[config.mk]
export PLATFORM = sky130hd
export DESIGN_NAME = multi_timer
export DESIGN_NICKNAME = d
export VERILOG_FILES = /design/src/rtl/multi_timer.sv
export SDC_FILE = /design/constraint.sdc
export NUM_CORES = 1
export LEC_CHECK = 0
export ABC_CLOCK_PERIOD_IN_PS = 2800
export CAP_MARGIN = 20
export CORE_ASPECT_RATIO = 1.2
export CORE_MARGIN = 3
export CORE_UTILIZATION = 55
export DETAILED_ROUTE_END_ITERATION = 8
export GPL_ROUTABILITY_DRIVEN = 1
export PLACE_DENSITY = 0.8
export SYNTH_ARGS = -nofsm -noshare
export SYNTH_HDL_FRONTEND = slang
export SYNTH_SLANG_ARGS = --single-unit
[constraint.sdc]
create_clock -name clk_104mhz -period 2.8 [get_ports clk_104mhz]
set_input_delay 0.42 -clock clk_104mhz [delete_from_list [all_inputs] [get_ports clk_104mhz]]
set_output_delay 0.42 -clock clk_104mhz [all_outputs]
set_load 0.01 [all_outputs]
[src/rtl/multi_timer.sv]
// ============================================================================
// Module      : multi_timer
// Description : Multi-channel countdown timer on a shared prescaler tick,
//               with one-shot/periodic modes, pause and retrigger.
// Revision    : 1.0 - initial release
// ============================================================================
`default_nettype none

module multi_timer #(
    parameter int NUM_CH   = 4,
    parameter int CNT_W    = 8,
    parameter int TICK_DIV = 52_000_000
) (
    input  logic                    clk_104mhz,
    input  logic                    rst_n,
    input  logic [NUM_CH-1:0]       start,
    input  logic [NUM_CH-1:0]       pause,
    input  logic [NUM_CH-1:0]       periodic,
    input  logic [NUM_CH*CNT_W-1:0] value,
    output logic [NUM_CH-1:0]       expired,
    output logic [NUM_CH-1:0]       running,
    output logic [NUM_CH*CNT_W-1:0] countdown_out,
    output logic                    tick
);

    localparam int PRESC_W = $clog2(TICK_DIV);
    localparam logic [PRESC_W-1:0] c_presc_max = PRESC_W'(TICK_DIV - 1);
    localparam logic [PRESC_W-1:0] c_presc_one = PRESC_W'(1);
    localparam logic [CNT_W-1:0]   c_cnt_one   = CNT_W'(1);

    typedef enum logic [1:0] {
        ST_IDLE = 2'd0,
        ST_RUN  = 2'd1,
        ST_HOLD = 2'd2
    } state_t;

    logic [PRESC_W-1:0] r_presc;

    // Free-running; channel starts never disturb the shared time base.
    always_ff @(posedge clk_104mhz) begin
        if (!rst_n) begin
            r_presc <= '0;
        end else if (r_presc == c_presc_max) begin
            r_presc <= '0;
        end else begin
            r_presc <= r_presc + c_presc_one;
        end
    end

    assign tick = (r_presc == c_presc_max);

    for (genvar i = 0; i < NUM_CH; i++) begin : g_ch
        state_t           r_state;
        state_t           w_state_nxt;
        logic [CNT_W-1:0] r_count;
        logic [CNT_W-1:0] w_count_nxt;
        logic [CNT_W-1:0] r_reload;
        logic [CNT_W-1:0] w_reload_nxt;
        logic [CNT_W-1:0] w_value;
        logic             r_mode;
        logic             w_mode_nxt;
        logic             r_expired;
        logic             w_expired_nxt;
        logic             r_running;

        assign w_value = value[i*CNT_W +: CNT_W];

        always_comb begin
            w_state_nxt   = r_state;
            w_count_nxt   = r_count;
            w_reload_nxt  = r_reload;
            w_mode_nxt    = r_mode;
            w_expired_nxt = 1'b0;
            if (start[i]) begin
                w_count_nxt  = w_value;
                w_reload_nxt = w_value;
                w_mode_nxt   = periodic[i];
                if (w_value == '0) begin
                    w_expired_nxt = 1'b1;
                    w_state_nxt   = ST_IDLE;
                end else begin
                    w_state_nxt   = ST_RUN;
                end
            end else begin
                case (r_state)
                    ST_RUN: begin
                        if (pause[i]) begin
                            w_state_nxt = ST_HOLD;
                        end else if (tick) begin
                            if (r_count > c_cnt_one) begin
                                w_count_nxt = r_count - c_cnt_one;
                            end else if (r_count == c_cnt_one) begin
                                w_expired_nxt = 1'b1;
                                if (r_mode) begin
                                    w_count_nxt = r_reload;
                                end else begin
                                    w_count_nxt = '0;
                                    w_state_nxt = ST_IDLE;
                                end
                            end
                        end
                    end
                    // Resume costs the tick of the release cycle.
                    ST_HOLD: begin
                        if (!pause[i]) begin
                            w_state_nxt = ST_RUN;
                        end
                    end
                    default: begin
                        w_state_nxt = ST_IDLE;
                    end
                endcase
            end
        end

        always_ff @(posedge clk_104mhz) begin
            if (!rst_n) begin
                r_state   <= ST_IDLE;
                r_count   <= '0;
                r_reload  <= '0;
                r_mode    <= 1'b0;
                r_expired <= 1'b0;
                r_running <= 1'b0;
            end else begin
                r_state   <= w_state_nxt;
                r_count   <= w_count_nxt;
                r_reload  <= w_reload_nxt;
                r_mode    <= w_mode_nxt;
                r_expired <= w_expired_nxt;
                r_running <= (w_state_nxt != ST_IDLE);
            end
        end

        assign expired[i]                        = r_expired;
        assign running[i]                        = r_running;
        assign countdown_out[i*CNT_W +: CNT_W]   = r_count;
    end

endmodule

`default_nettype wire
==> flow_summary.json <==
{
  "grt_overflow_total": 0,
  "power_leakage_nw": 2.73,
  "reg2reg_slack_ns": 0.39,
  "hold_class": "register to register",
  "slowest_stage": "clkdlybuf4s50_1",
  "fillers": 867,
  "ys_seq_elements": 110,
  "hpwl_um": 12100,
  "syn_nets": 793,
  "clock_sinks": 110,
  "finalNetCount": 867,
  "final_util_pct": 69.1,
  "synthArstFlopShare_pct": 0,
  "clk_latency_ns": 0.35,
  "yosys.area.top_type": "dfxtp_1",
  "drc": 0,
  "synthesis.area_um2": 6110,
  "cts-hold-fix-buffers": 0,
  "fmax_ghz": 0.366,
  "cap_violations": 0,
  "mostFrequentLayoutCell": "dfxtp_1",
  "crit_family": "buffers and inverters",
  "endpoint_kind": "output pin",
  "cts_tree": "built",
  "power_density_nw_per_um2": 503,
  "cts_made_buffers": 9,
  "timing.rr.end": "g_ch[3].r_count[5]",
  "critPathBufInv": 2,
  "num_vias": 5959,
  "drive_gt1_share_pct": 6.68,
  "clockRootBuffer": "clkbuf_16",
  "required_ns": 2.38,
  "dieWidth_um": 102,
  "total_power_mw": 3.70,
  "grt_pass1_wl_um": 27800,
  "setup_ws_ns": 0.0711,
  "worstReg2RegStart": "r_presc[21]",
  "peakVddDrop_uv": 320,
  "ios": 87,
  "ys.flop_type": "dfxtp_1",
  "setup_viol": 0,
  "preCtsSetupSlack_ns": 0.357,
  "grt_max_degree": 33,
  "maxSlewViolCount": 0,
  "synth_top_area_share_pct": 36.1,
  "gp_congestion": 0.954,
  "h-tree-depth": 3,
  "drtIter0Drc": 377,
  "worst_hold_path.endpoint": "r_presc[0]",
  "syn_area_per_cell_um2": 8.37,
  "arrival_ns": 2.31,
  "antenna-diode-count": 0,
  "min-delay-start": "r_presc[0]",
  "slew_headroom_pct": 55.3,
  "grt_pass1_vias": 6006,
  "worst-setup-path-type": "register to output pin",
  "die_h_um": 121,
  "critPathLaunchType": "register",
  "drtAntennaViolNets": 0,
  "reg2reg_depth": 5,
  "syn2layout_area_growth_pct": 20.7,
  "grt_util_all_layers_pct": 27.5,
  "crit_fanout": 4,
  "drt_pass1_iterations": 7,
  "fin_crit_ns": 2.73,
  "clock_path_buffers": 2,
  "whs_ns": 0.467,
  "mostFrequentLayoutCells": "dfxtp_1 (110), nor2_1 (94), clkdlybuf4s50_1 (86)",
  "synth.distinct_cells": 77,
  "start_util_pct": 57.2,
  "synth_edf_count": 0,
  "drt_wl_total_um": 16800,
  "numPortBuffers": 86,
  "routedWlPerCell_um": 17.9,
  "tightest_slew_ns": 0.666,
  "syn_inst": 730,
  "core_um2": 10700,
  "status": "complete, no violations",
  "yosysWarnings": 0,
  "path_clk_slew_ns": 0.07,
  "synth_area_leaders": "dfxtp_1 (36%), nor2_1 (5.8%), mux2i_1 (5.1%)",
  "fin_crit_sh_pct": 97.5,
  "hold_depth": 1,
  "worstPathCellList": "ha_2 -> nand4_1 -> and4bb_2 -> nand2_1 -> inv_1 -> clkdlybuf4s50_1",
  "fin_skew_ns": 0.0101,
  "avgViaCountPerCell": 6.36,
  "critPathMaxStageDelay_ns": 0.56,
  "synth-seq-area-share_pct": 36.1,
  "final-hold-violation-count": 0,
  "die_area_um2": 12400,
  "fp-row-count": 41,
  "antenna_found_initial": 0
}
kinds of logic (layout without fill, tap and decap cells):
logic type | count (synthesis) | in the layout | share of synthesized area, %
simple gates | 324 | 324 | 28.3
compound gates | 144 | 144 | 17.6
flops | 110 | 110 | 36.1
buf+inv | 75 | 153 | 5.24
mux | 33 | 33 | 5.45
xor+xnor | 27 | 27 | 3.87
fa+ha+maj | 17 | 17 | 3.48
cell type report:
type	count	area (um^2)	area share [%]
flip-flops and latches	110	2200	29.9
repair buffers	108	1030	13.9
clock buffers	11	233	3.16
multi-input cells	545	3590	48.7
clock inverters	4	48.8	0.662
well taps	129	161	2.19
inverters	30	113	1.53
cells in the mapped netlist (8+ instances only):
cell type	n
dfxtp_1	110
nor2_1	94
nand3_1	41
nand2_1	40
mux2i_1	31
inv_1	29
nor3_1	29
a21oi_1	26
clkbuf_1	26
xor2_1	20
ha_1	17
nand2b_1	17
o21ai_0	17
nand4_1	15
nor4_1	14
a31oi_1	11
and3_1	11
or3_1	11
buf_4	8
state kept, by name, summed over array words and instances, names as in the netlist:
register,flops
g_ch.r_count,32
g_ch.r_expired,4
g_ch.r_mode,4
g_ch.r_reload,32
g_ch.r_running,4
g_ch.r_state,8
r_presc,26
where the power goes:
group          switching (mW)  total, mW  internal [mW]
logic                   0.392      0.729          0.337
clock network           0.565       1.25          0.689
registers              0.0839       1.72           1.64
total                    1.04       3.70           2.66
through the flow:
| stage | setup TNS, ns | instances | cell area, um^2 |
|---|---|---|---|
| detailed placement | 0 | 921 | 7080 |
| global placement | 0 | 921 | 7080 |
| finish | 0 | 937 | 7370 |
| global route | -0.00385 | 937 | 7370 |
| CTS | 0 | 936 | 7360 |
| floorplan | 0 | 730 | 6110 |
routing by layer:
| layer | track usage [%] | routed length (um) |
|---|---|---|
| met5 | 0 | 0 |
| met3 | 4.08 | 948 |
| met1 | 33.3 | 7030 |
| met4 | 12.5 | 422 |
| met2 | 47.4 | 8390 |
worst max-delay path by stage:
| stage | startpoint | to | slack (ns) | cells past startpoint |
|---|---|---|---|---|
| final | r_presc[0] | tick | 0.07 | 6 |
| after global routing | r_presc[0] | tick | -0.004 | 6 |
| after CTS | r_presc[0] | tick | 0.03 | 6 |
| after detailed placement | pause[3] | g_ch[3].r_count[7] | 0.36 | 6 |
| after global placement | pause[3] | g_ch[3].r_count[7] | 0.44 | 6 |
| after floorplan | r_presc[0] | g_ch[2].r_running | 0.74 | 7 |
what timing repair did:
item	in CTS	in global routing
setup endpoints to repair	0	1
endpoints found under the hold margin	0	0
gates resized for setup	0	1
buffers inserted	0	1
No activity file was read; power rests on OpenSTA's default activity.
